### config.mk
export PLATFORM = sky130hd
export DESIGN_NAME = xheep_jtag_shift_master
export DESIGN_NICKNAME = d
export VERILOG_FILES = /design/src/rtl/xheep_jtag_shift_master.sv
export SDC_FILE = /design/constraint.sdc
export NUM_CORES = 1
export LEC_CHECK = 0
export CAP_MARGIN = 20
export CORE_AREA = 3 3 110 112
export CTS_BUF_LIST = sky130_fd_sc_hd__clkbuf_16
export CTS_CLUSTER_SIZE = 8
export DETAILED_ROUTE_END_ITERATION = 6
export DIE_AREA = 0 0 113 115
export GPL_ROUTABILITY_DRIVEN = 0
export GPL_TIMING_DRIVEN = 0
export PLACE_DENSITY = 0.79
export SETUP_SLACK_MARGIN = 0.4
export SYNTH_ARGS = -nofsm -noshare
export SYNTH_HDL_FRONTEND = slang
export SYNTH_SLANG_ARGS = --single-unit
### constraint.sdc
create_clock -name clk_gen -period 6.4 [get_ports clk_gen]
set_input_delay 1.28 -clock clk_gen [delete_from_list [all_inputs] [get_ports clk_gen]]
set_output_delay 1.28 -clock clk_gen [all_outputs]
set_load 0.005 [all_outputs]
### src/rtl/xheep_jtag_shift_master.sv
// xheep_jtag_shift_master: hardware JTAG initiator that shifts TMS/TDI bit strings into the
// x_heep_system debug TAP with hardware-timed TCK and returns the captured TDO bits.
//   clk_gen, rst_n (async, active-low)  system clock and reset
//   cmd_*_i / cmd_ready_o              command: length (saturates at 32), TMS, TDI, TRST request
//   rsp_valid_o / rsp_ready_i / rsp_tdo_o  response carrying captured TDO (LSB = first bit)
//   busy_o                             high from command accept until response handshake
//   jtag_*                             JTAG pins towards/from the TAP
// Optional feature: define JTAG_MASTER_TRST_EN to make cmd_trst_i issue a TRST pulse.
module xheep_jtag_shift_master #(
  parameter int unsigned CLK_DIV = 4
) (
  input  logic        clk_gen,
  input  logic        rst_n,
  input  logic        cmd_valid_i,
  output logic        cmd_ready_o,
  input  logic [5:0]  cmd_len_i,
  input  logic [31:0] cmd_tms_i,
  input  logic [31:0] cmd_tdi_i,
  input  logic        cmd_trst_i,
  output logic        rsp_valid_o,
  input  logic        rsp_ready_i,
  output logic [31:0] rsp_tdo_o,
  output logic        busy_o,
  output logic        jtag_tck_o,
  output logic        jtag_tms_o,
  output logic        jtag_tdi_o,
  output logic        jtag_trst_no,
  input  logic        jtag_tdo_i
);
  typedef enum logic [2:0] {IDLE, LOW, HIGH, TRST, RESP} state_e;
  localparam logic [7:0] DivM1 = 8'(CLK_DIV - 1);
  state_e      state_q;
  logic [7:0]  cnt_q;
  logic [4:0]  idx_q;
  logic [5:0]  len_q;
  logic [31:0] tms_q, tdi_q, tdo_q;
  logic        ready_q, valid_q, busy_q, tck_q, tmso_q, tdio_q;
  logic        cnt_done, last_bit;
  logic [4:0]  idx_nx;
  logic [5:0]  len_sat;
  assign cnt_done = cnt_q == DivM1;
  assign last_bit = {1'b0, idx_q} == len_q - 6'd1;
  assign idx_nx   = idx_q + 5'd1;
  assign len_sat  = cmd_len_i > 6'd32 ? 6'd32 : cmd_len_i;
`ifdef JTAG_MASTER_TRST_EN
  // The TRST pulse lasts two CLK_DIV periods; half_q marks the second one so the
  // 8-bit counter never has to reach 2*CLK_DIV.
  logic trst_q, half_q;
  assign jtag_trst_no = trst_q;
`else
  logic unused_trst;
  assign unused_trst  = cmd_trst_i;
  assign jtag_trst_no = 1'b1;
`endif
  assign cmd_ready_o = ready_q;
  assign rsp_valid_o = valid_q;
  assign rsp_tdo_o   = tdo_q;
  assign busy_o      = busy_q;
  assign jtag_tck_o  = tck_q;
  assign jtag_tms_o  = tmso_q;
  assign jtag_tdi_o  = tdio_q;
  always_ff @(posedge clk_gen or negedge rst_n) begin
    if (!rst_n) begin
      state_q <= IDLE;
      cnt_q   <= '0;
      idx_q   <= '0;
      len_q   <= '0;
      tms_q   <= '0;
      tdi_q   <= '0;
      tdo_q   <= '0;
      ready_q <= 1'b1;
      valid_q <= 1'b0;
      busy_q  <= 1'b0;
      tck_q   <= 1'b0;
      tmso_q  <= 1'b1;
      tdio_q  <= 1'b0;
`ifdef JTAG_MASTER_TRST_EN
      trst_q  <= 1'b1;
      half_q  <= 1'b0;
`endif
    end else begin
      case (state_q)
        IDLE: if (cmd_valid_i) begin
          ready_q <= 1'b0;
          busy_q  <= 1'b1;
          len_q   <= len_sat;
          tms_q   <= cmd_tms_i;
          tdi_q   <= cmd_tdi_i;
          tdo_q   <= '0;
          idx_q   <= '0;
          cnt_q   <= '0;
`ifdef JTAG_MASTER_TRST_EN
          half_q  <= 1'b0;
          if (cmd_trst_i) begin
            state_q <= TRST;
            trst_q  <= 1'b0;
            tmso_q  <= 1'b1;
          end else
`endif
          if (len_sat == 6'd0) begin
            state_q <= RESP;
            valid_q <= 1'b1;
          end else begin
            state_q <= LOW;
            tmso_q  <= cmd_tms_i[0];
            tdio_q  <= cmd_tdi_i[0];
          end
        end
        // TDO is sampled on the same clock that raises TCK: the target changed it on the
        // previous falling edge, so it has been stable for a full half-period.
        LOW: if (cnt_done) begin
          state_q      <= HIGH;
          cnt_q        <= '0;
          tck_q        <= 1'b1;
          tdo_q[idx_q] <= jtag_tdo_i;
        end else cnt_q <= cnt_q + 8'd1;
        HIGH: if (cnt_done) begin
          cnt_q <= '0;
          tck_q <= 1'b0;
          if (last_bit) begin
            state_q <= RESP;
            valid_q <= 1'b1;
          end else begin
            state_q <= LOW;
            idx_q   <= idx_nx;
            tmso_q  <= tms_q[idx_nx];
            tdio_q  <= tdi_q[idx_nx];
          end
        end else cnt_q <= cnt_q + 8'd1;
`ifdef JTAG_MASTER_TRST_EN
        TRST: if (cnt_done) begin
          cnt_q  <= '0;
          half_q <= 1'b1;
          if (half_q) begin
            state_q <= RESP;
            valid_q <= 1'b1;
            trst_q  <= 1'b1;
          end
        end else cnt_q <= cnt_q + 8'd1;
`endif
        RESP: if (rsp_ready_i) begin
          state_q <= IDLE;
          valid_q <= 1'b0;
          ready_q <= 1'b1;
          busy_q  <= 1'b0;
        end
        default: state_q <= IDLE;
      endcase
    end
  end
endmodule
Word level (Yosys, flattened, before mapping)
Index checks and enable logic that the tools add are counted.
{"block": "totals", "regBits": 124, "in_bits": 76, "out_inout_bits": 39, "elab_cells": 101}
{"block": "op_classes", "addsub": 3, "magnitude_cmp": 4, "n_eq_ne": 13, "mux": 49, "reduce_logical": 19}
{"operator": "$mux 32", "n": 2}
{"operator": "$pmux 32 s2", "n": 1}
{"operator": "$bwmux 32", "n": 1}
{"operator": "$mux 1", "n": 21}
{"operator": "$mux 3", "n": 6}
{"operator": "$mux 8", "n": 2}
{"operator": "$ne 2x2->1 const B", "n": 8}
{"operator": "$pmux 8 s2", "n": 1}
{"operator": "$mux 5", "n": 3}
{"operator": "$lt 5x6->1 const B", "n": 2}
{"operator": "$pmux 3 s4", "n": 1}
{"operator": "$bmux 1 s5", "n": 2}
{"operator": "$pmux 1 s2", "n": 5}
{"operator": "$pmux 5 s2", "n": 1}
{"operator": "$reduce_bool 2->1", "n": 5}
{"operator": "$reduce_and 3->1", "n": 3}
{"operator": "$add 8x1->8 const B", "n": 1}
{"operator": "$eq 8x2->1 const B", "n": 1}
{"operator": "$reduce_and 4->1", "n": 2}
{"operator": "$eq 5x6->1", "n": 1}
{"operator": "$gt 6x6->1 const B", "n": 1}
{"operator": "$logic_not 6->1", "n": 1}
{"operator": "$mux 6", "n": 1}
{"operator": "$reduce_and 6->1", "n": 1}
{"operator": "other kinds (14)", "n": 15}

Depth between registers and ports, before layout
Gate-level depths: netlist (run 1).
{"block": "logic_depth", "ltp_word": 7, "depth_mapped": 11, "depth_no_buf": 8}

Least setup slack after synthesis (run 1)
Ideal clock, no wire load.
{"block": "synth_path", "path_kind": "register to register", "start": "reg idx_q[0]", "end": "reg tmso_q (netlist: jtag_tms_o)", "t_arrival_ns": 2.551, "required_time_ns": 6.318, "setup_slack_ns": 3.767, "stages_incl_launch_ff": 10, "period_less_slack_ns": 2.633, "cell_sequence": "dfrtp_1 > buf_6 > inv_2 > ha_1 > buf_2 > mux4_2 > mux2_4 > a32o_1 > a311o_1 > mux2_4"}
{"block": "synth_via", "elab_chain_cells": 6}
{"item": "start: declaration", "line": "34", "source": "logic [4:0] idx_q;"}
{"item": "start signal: assignment", "line": "125", "source": "idx_q <= idx_nx;"}
{"item": "$add 5x1->5", "line": "43", "source": "assign idx_nx = idx_q + 5'd1;"}
{"item": "$bmux 1 s5", "line": "126", "source": "tmso_q <= tms_q[idx_nx];"}
{"item": "$mux 1 (not written as such)", "line": "126"}
{"item": "$mux 1", "line": "120", "source": "if (last_bit) begin"}
{"item": "$mux 1", "line": "117", "source": "HIGH: if (cnt_done) begin"}
{"item": "$pmux 1 s2", "line": "82", "source": "case (state_q)"}
{"item": "end signal: assignment", "line": "105", "source": "tmso_q <= cmd_tms_i[0];"}
{"item": "end signal: assignment", "line": "126"}
{"item": "end: declaration", "line": "37", "source": "logic ready_q, valid_q, busy_q, tck_q, tmso_q, tdio_q;"}
Parallel ways exist; a longest one is shown, timed or not. The select of a mux whose other input is x is not followed.
A chain may end at the register's enable or synchronous reset.

Worst setup path after layout (run 1)
{"block": "layout_path", "start": "in cmd_valid_i", "end": "reg len_q[3]"}
{"block": "layout_via", "elab_chain_cells": 1}
{"item": "start: declaration", "line": "14", "source": "input logic cmd_valid_i,"}
{"item": "$reduce_and 2->1 (no line)"}
{"item": "end signal: assignment", "line": "86", "source": "len_q <= len_sat;"}
{"item": "end: declaration", "line": "35", "source": "logic [5:0] len_q;"}
Every way passes these cells.

==> results of run 1 <==
sequential cells by signal, summed over array words and instances, names as in the netlist:
| register | count |
|---|---|
| idx_q | 5 |
| len_q | 6 |
| tdi_q | 32 |
| jtag_tms_o | 1 |
| rsp_tdo_o | 32 |
| rsp_valid_o | 1 |
| busy_o | 1 |
| state_q | 3 |
| jtag_tdi_o | 1 |
| tms_q | 32 |
| jtag_tck_o | 1 |
| cnt_q | 8 |
| cmd_ready_o | 1 |
power by group:
group	switching [W]	internal [W]
clock network	0.000381	0.000659
registers	0.000148	0.00103
logic	0.000527	0.000394
total	0.00106	0.00209
per-layer routing:
layer	GRT usage	up-vias
met4	0.09215	0
met3	0.07421	30
met1	0.3133	2550
met5	0	-
met2	0.4281	232
li1	-	2524
worst min-delay path, cell delays in order (launching register included):
cell                      delay [ns]
sky130_fd_sc_hd__dfrtp_1        0.33
sky130_fd_sc_hd__nand2_1        0.05
sky130_fd_sc_hd__nand2_1        0.06
cells in the mapped netlist, drive strengths merged, types with 2 or more instances:
library cell,number,area (um^2)
xnor2,7,61.31
nor3b,2,20.02
a21o,3,22.52
xor2,9,78.83
or2,2,12.51
nor2,23,86.33
a31oi,3,18.77
o31ai,2,15.01
and3,4,25.02
clkbuf,32,120.1
o21ai,72,360.3
o211ai,3,22.52
nor4,2,12.51
or3,2,12.51
nand2,228,855.8
nor3,4,20.02
nand3,15,75.07
buf,8,48.80
mux2,5,63.81
nand2b,4,25.02
ha,6,75.07
inv,6,22.52
nor2b,4,25.02
nand3b,9,67.56
a21oi,35,175.2
mux2i,13,130.1
dfrtp,122,3053
dfstp,2,52.55
nand4,4,25.02
mux4,14,334.1
and2,4,25.02
final timing paths:
check / from / endpoint / slack (ns) / cells past startpoint
min in group asynchronous: rst_n / cnt_q[4]$_DFFE_PN0P_ / 0.83 / 1
max in group asynchronous: rst_n / jtag_tms_o$_DFFE_PN1P_ / 4.83 / 2
setup reg to reg: idx_q[0]$_DFFE_PN0P_ / jtag_tms_o$_DFFE_PN1P_ / 3.25 / 10
hold / removal: tdi_q[1]$_DFFE_PN0P_ / tdi_q[1]$_DFFE_PN0P_ / 0.47 / 2
setup / recovery: cmd_valid_i / len_q[3]$_DFFE_PN0P_ / 3.21 / 6
hold reg to reg: tdi_q[1]$_DFFE_PN0P_ / tdi_q[1]$_DFFE_PN0P_ / 0.47 / 2
per-stage QoR:
stage	util	total power [W]	cells
floorplan	-	0.001789	664
global placement	0.6513	0.002039	919
detailed placement	0.6538	0.002091	920
CTS	0.7104	0.003148	952
global route	0.7104	0.003345	952
finish	0.7104	0.003143	952
final cells by class:
cell class / instances / share of cell area
sequential: 124 / 0.3861
multi-input combinational: 494 / 0.3452
timing repair buffer: 113 / 0.1430
clock buffer: 17 / 0.05289
clock inverter: 15 / 0.02676
tap: 143 / 0.02225
buffer: 40 / 0.02100
inverter: 6 / 0.002800
kinds of logic (layout without fill, tap and decap cells):
family	after synthesis	after routing	synth area share
compound gates	128	128	0.1166
buf+inv	46	191	0.03152
other cells	1	1	0.0006175
fa+ha+maj	6	6	0.01236
flops	124	124	0.5113
mux	32	32	0.08694
simple gates	311	311	0.2175
xor+xnor	16	16	0.02307
==> parameters.txt, run 1 <==
Parameter                              Value

Critical path
  Required @ worst endpoint    6.76 ns
  Cell with the largest stage delay on the worst path    sky130_fd_sc_hd__clkbuf_1
  Endpoint arrival time on the critical path    3.55 ns
  Crit Path Class    in2reg
  Critical path, cell by cell    clkdlybuf4s50_1 > nor3b_1 > clkbuf_1 > clkbuf_1 > nand3b_1 > nand2_1
  Critical Path Start Type    input pin
  Critical Path Sink Type    flip-flop
  Largest driver fanout on the critical path    10
  Cell repeated most along the worst path    sky130_fd_sc_hd__clkbuf_1
  Largest stage delay on the critical path    0.58 ns
  Buffers plus inverters on the worst setup path    3
  Category of cells accounting for the largest share of critical-path delay    buffers and inverters

Routing
  Met2 layer wire length in the routed design    7.816 mm
  Top Metal Used    met4
  Routed vias/inst    5.605
  DR iter-0 viols    505
  Met3 routed WL    1.192 mm
  Routed wire length    15.69 mm
  Total DRC errors in the routed layout    0
  Detailed-routing wirelength on met1    6.377 mm
  Number of antenna-violating nets in the routed design    0
  Overall via count from detail_route    5,336
  Pre-Repair DR Iteration Count    5
  Wire length per cell    16.48 um

Global routing
  GRT Util Overall    0.2538
  Number of antenna violations at the first check in global routing    0
  Largest net degree at the start of global routing    69
  Grt total ovfl    0
  Wire length of the first global-routing pass    26.08 mm
  Number of global-route vias before repair    5,428

Timing
  Setup violation total in the final timing report    0
  Worst Hold Margin    0.4703 ns
  Number of endpoints with negative hold slack in the final report    0
  Final period utilization    0.4988
  Worst clock skew    0.006633 ns
  Max-slew violation total from the final report    0
  Worst-case headroom to the max-slew limit    0.4331
  Total Negative Setup Slacks    0 ns
  Unrepaired setup endpoints after global routing    no
  Period minus WS final    3.193 ns
  Peak clock frequency supported by timing    313.2 MHz
  Slew at the pin closest to its max-slew limit    0.8452 ns
  Final worst slack    3.207 ns

Finish
  Multi-input gate area    2776 um^2
  Layout Area Growth over Synthesis    32.43%
  Most common cell after layout, fill and taps aside    sky130_fd_sc_hd__nand2_1
  Final design instance area without fill    8043 um^2
  Fraction of final layout cells with drive strength greater than 1    0.07911
  Area of all sequential standard cells    3105 um^2
  Number of fill cells    865
  Most used cells in the layout excluding fill and tap cells    sky130_fd_sc_hd__nand2_1, sky130_fd_sc_hd__dfrtp_1, sky130_fd_sc_hd__clkdlybuf4s50_1
  Final #Nets    878
  Count of inserted antenna diode cells    0

Min path
  Path type of the worst min-delay path    reg2reg

Floorplan
  Die Outline Area    13,000 um^2
  Core area    11,320 um^2
  IO Pins    115
  Chip Width    113 um
  Effective utilization at floorplan    0.5365
  Die outline height    115 um
  Core Rows    39

Placement
  Cell area after placement    7402 um^2
  Post-DP HPWL    10.95 mm
  Port Buffers    112
  Post-Place Worst Slack    2.812 ns

Clock network
  Number of H-tree branching levels    4
  TritonCTS clock tree    done
  Clock root cell    sky130_fd_sc_hd__clkbuf_16
  # hold bufs at CTS    0
  Number of buffers created by CTS    17
  Buffers inserted by post-CTS timing repair    0
  Clock latency on the worst-skew pair    0.42 ns
  Clock slew seen by the registers of the worst setup and hold paths    0.06 ns
  Buffer levels on the longest clock path    2
  CTS sink count    124
  Post-cts resize count    0

Pwr
  Leakage power figure    3.722 nW
  Cell Pwr Density    390.8 nW/um^2
  VDD IR max    0.0003159 V

Run status
  Result of the run    completed

Synth
  Yosys reg bits    124
  Number of warning messages in the yosys log    0
  Post-synth EDFFs    0
  Cell area after synthesis    6073 um^2
  Top_reg_cell synth    sky130_fd_sc_hd__dfrtp_1
  Mapped Nets    746
  Library cells used by synthesis    53
  Count of mapped cells out of synthesis    664
  Share of synthesized flip-flops with an asynchronous set or reset    1.000
  Average cell area after synthesis    9.147 um^2
  Portion of the post-synthesis area used by sequential elements    0.5113

Run
  Max-Cap Viols    0
Note: power is estimated with default switching activity, not from simulation.
==> inputs of run 2 (changes only) <==
--- a/config.mk
+++ b/config.mk
@@ -6,14 +6,14 @@
 export NUM_CORES = 1
 export LEC_CHECK = 0
 export CAP_MARGIN = 20
-export CORE_AREA = 3 3 110 112
+export CORE_AREA = 3 3 118 120
 export CTS_BUF_LIST = sky130_fd_sc_hd__clkbuf_16
 export CTS_CLUSTER_SIZE = 8
 export DETAILED_ROUTE_END_ITERATION = 6
-export DIE_AREA = 0 0 113 115
+export DIE_AREA = 0 0 121 123
 export GPL_ROUTABILITY_DRIVEN = 0
 export GPL_TIMING_DRIVEN = 0
-export PLACE_DENSITY = 0.79
+export PLACE_DENSITY = 0.72
 export SETUP_SLACK_MARGIN = 0.4
 export SYNTH_ARGS = -nofsm -noshare
 export SYNTH_HDL_FRONTEND = slang
==> constraint.sdc (replaced) <==
create_clock -name clk_gen -period 2.8 [get_ports clk_gen]
set_input_delay 0.56 -clock clk_gen [delete_from_list [all_inputs] [get_ports clk_gen]]
set_output_delay 0.56 -clock clk_gen [all_outputs]
set_load 0.005 [all_outputs]
==> run 2 against run 1 <==
Critical path depth is 3 higher. First-iteration DRC count is 20% lower. Final area is 2.6% higher. Hold slack worse by 0.36 ns. Core utilization is 8.0 points lower. Global-route usage is 3.5 points lower.
==> parameters.txt, run 2 (synthesis gave the netlist of run 1 again) <==
Parameter                              Value

Routing
  Overall via count from detail_route    5,344
  Routed vias/inst    5.360
  Total DRC errors in the routed layout    0
  Routed wire length    15.57 mm
  Pre-Repair DR Iteration Count    5
  DR iter-0 viols    405
  Number of antenna-violating nets in the routed design    0
  Wire length per cell    15.61 um

Critical path
  Critical path, cell by cell    buf_8 > inv_12 > ha_4 > buf_12 > mux4_1 > mux2_4 > a32o_1 > a311o_1 > mux2_4
  Critical Path Sink Type    flip-flop
  Largest stage delay on the critical path    0.37 ns
  Buffers plus inverters on the worst setup path    3
  Required @ worst endpoint    3.15 ns
  Largest driver fanout on the critical path    5
  Cell with the largest stage delay on the worst path    sky130_fd_sc_hd__dfrtp_1
  Crit Path Class    reg2reg
  Cell repeated most along the worst path    sky130_fd_sc_hd__mux2_4
  Critical Path Start Type    flip-flop
  Endpoint arrival time on the critical path    2.78 ns
  Category of cells accounting for the largest share of critical-path delay    multiplexers

Clock network
  Clock latency on the worst-skew pair    0.42 ns
  TritonCTS clock tree    done
  Number of buffers created by CTS    17
  Buffer levels on the longest clock path    2
  Number of H-tree branching levels    4
  CTS sink count    124
  Clock root cell    sky130_fd_sc_hd__clkbuf_16
  # hold bufs at CTS    0
  Clock slew seen by the registers of the worst setup and hold paths    0.05 ns

Pwr
  Fraction of power spent switching nets    0.3247
  Cell Pwr Density    850.0 nW/um^2
  Portion of total power attributed to sequential cells    0.384
  Clock power share    0.314
  VDD IR max    0.0004583 V
  Sw Pwr    0.002278 W
  Share of total power in combinational logic    0.302
  Internal cell power    0.004737 W
  Leakage power figure    3.810 nW

Timing
  Slew at the pin closest to its max-slew limit    0.8129 ns
  Period minus WS final    2.437 ns
  Final period utilization    0.8704
  Setup violation total in the final timing report    0
  Worst-case headroom to the max-slew limit    0.4548
  Unrepaired setup endpoints after global routing    yes
  Max-slew violation total from the final report    0
  Peak clock frequency supported by timing    410.3 MHz
  Worst clock skew    0.01317 ns
  Number of endpoints with negative hold slack in the final report    0
  Worst Hold Margin    0.1070 ns

Floorplan
  Die Outline Area    14,880 um^2
  IO Pins    115
  Core Rows    42
  Die outline height    123 um
  Effective utilization at floorplan    0.4641
  Chip Width    121 um
  Core area    13,090 um^2

Global routing
  Wire length of the first global-routing pass    25.63 mm
  Grt total ovfl    0
  Number of global-route vias before repair    5,265
  Number of antenna violations at the first check in global routing    0
  GRT Util Overall    0.2185
  Largest net degree at the start of global routing    67

Finish
  Most used cells in the layout excluding fill and tap cells    sky130_fd_sc_hd__nand2_1, sky130_fd_sc_hd__dfrtp_1, sky130_fd_sc_hd__clkdlybuf4s50_1
  Most common cell after layout, fill and taps aside    sky130_fd_sc_hd__nand2_1
  Count of inserted antenna diode cells    0
  Layout Area Growth over Synthesis    35.89%
  Fraction of final layout cells with drive strength greater than 1    0.09013
  Fin cells    997
  Final #Nets    890
  Core utilization of the finished layout    0.6307

Run
  Max-Cap Viols    0

Placement
  Post-Place Cells    953
  Post-DP HPWL    11.10 mm
  Port Buffers    112

Min path
  Path type of the worst min-delay path    in2async

Run status
  Result of the run    completed
==> run 2: cell types whose count changed in the layout (fill, tap and decap cells not counted), moves of 2 or more <==
cell | previous run | this run
sky130_fd_sc_hd__buf_2 | 6 | 3
sky130_fd_sc_hd__buf_4 | 1 | 11
sky130_fd_sc_hd__buf_6 | 2 | 4
sky130_fd_sc_hd__clkbuf_1 | 32 | 30
sky130_fd_sc_hd__clkbuf_2 | 0 | 2
sky130_fd_sc_hd__clkinv_1 | 0 | 5
sky130_fd_sc_hd__clkinv_4 | 7 | 0
sky130_fd_sc_hd__ha_1 | 6 | 4
sky130_fd_sc_hd__inv_1 | 5 | 9
sky130_fd_sc_hd__inv_6 | 2 | 0
sky130_fd_sc_hd__mux2_2 | 3 | 1
sky130_fd_sc_hd__mux2_4 | 2 | 4
==> run 2: area by class of cell <==
cell class	instances	area, um^2
plain buffers	40	202.7
clock buffers	17	425.4
clock inverters	15	163.9
fillers	1097	4832
inverters	6	35.03
multi-input cells	494	2836
flip-flops and latches	124	3105
well taps	176	220.2
repair buffers	125	1264
==> run 2: final timing paths <==
| kind | startpoint | endpoint | slack, ns | cells past startpoint |
|---|---|---|---|---|
| max | idx_q[0]$_DFFE_PN0P_ | jtag_tms_o$_DFFE_PN1P_ | 0.36 | 9 |
| min | rst_n | cnt_q[7]$_DFFE_PN0P_ | 0.11 | 1 |
| max reg2reg | idx_q[0]$_DFFE_PN0P_ | jtag_tms_o$_DFFE_PN1P_ | 0.36 | 9 |
| min reg2reg | tdi_q[30]$_DFFE_PN0P_ | tdi_q[30]$_DFFE_PN0P_ | 0.47 | 2 |
| max in group asynchronous | rst_n | rsp_tdo_o[23]$_DFFE_PN0P_ | 1.99 | 2 |
| min in group clk_gen | tdi_q[30]$_DFFE_PN0P_ | tdi_q[30]$_DFFE_PN0P_ | 0.47 | 2 |
==> run 2: timing repair <==
item,CTS,global route
pin swaps,3,4
setup endpoints to repair,72,38
resized for setup,13,8
gates cloned,1,0
setup buffers,11,0
==> run 2: power by group through the flow <==
stage | Clock (W) | Sequential, W | Combinational, W
floorplan | 0 | 0.00262 | 0.00147
global placement | 0 | 0.00268 | 0.00200
detailed placement | 0 | 0.00271 | 0.00208
CTS | 0.00223 | 0.00269 | 0.00212
global route | 0.00230 | 0.00276 | 0.00241
finish | 0.00220 | 0.00269 | 0.00212
==> run 2: worst register-to-register path, stage by stage (launching register included) <==
cell	delay (ns)
sky130_fd_sc_hd__dfrtp_1	0.37
sky130_fd_sc_hd__buf_8	0.14
sky130_fd_sc_hd__inv_12	0.04
sky130_fd_sc_hd__ha_4	0.31
sky130_fd_sc_hd__buf_12	0.13
sky130_fd_sc_hd__mux4_1	0.30
sky130_fd_sc_hd__mux2_4	0.30
sky130_fd_sc_hd__a32o_1	0.26
sky130_fd_sc_hd__a311o_1	0.27
sky130_fd_sc_hd__mux2_4	0.25
==> run 2: per-layer routing <==
layer	routed length, um	vias up	share of wire	track usage
li1	-	2553	-	-
met1	6575	2584	0.42	0.2725
met2	7731	178	0.50	0.3664
met3	953	29	0.061	0.05810
met4	306	0	0.020	0.08357
met5	0	-	0	0
==> run 2: per-stage QoR <==
stage,TNS [ns],worst slack [ns],power [W],area [um^2]
final,0,0.3628,0.007015,8253
after global routing,0,0.2899,0.007468,8253
after CTS,0,0.3654,0.007040,8230
after detailed placement,-3.114,-0.1552,0.004791,7476
after global placement,-426.00,-3.443,0.004678,7447
after floorplan,0,0.4020,0.004089,6106
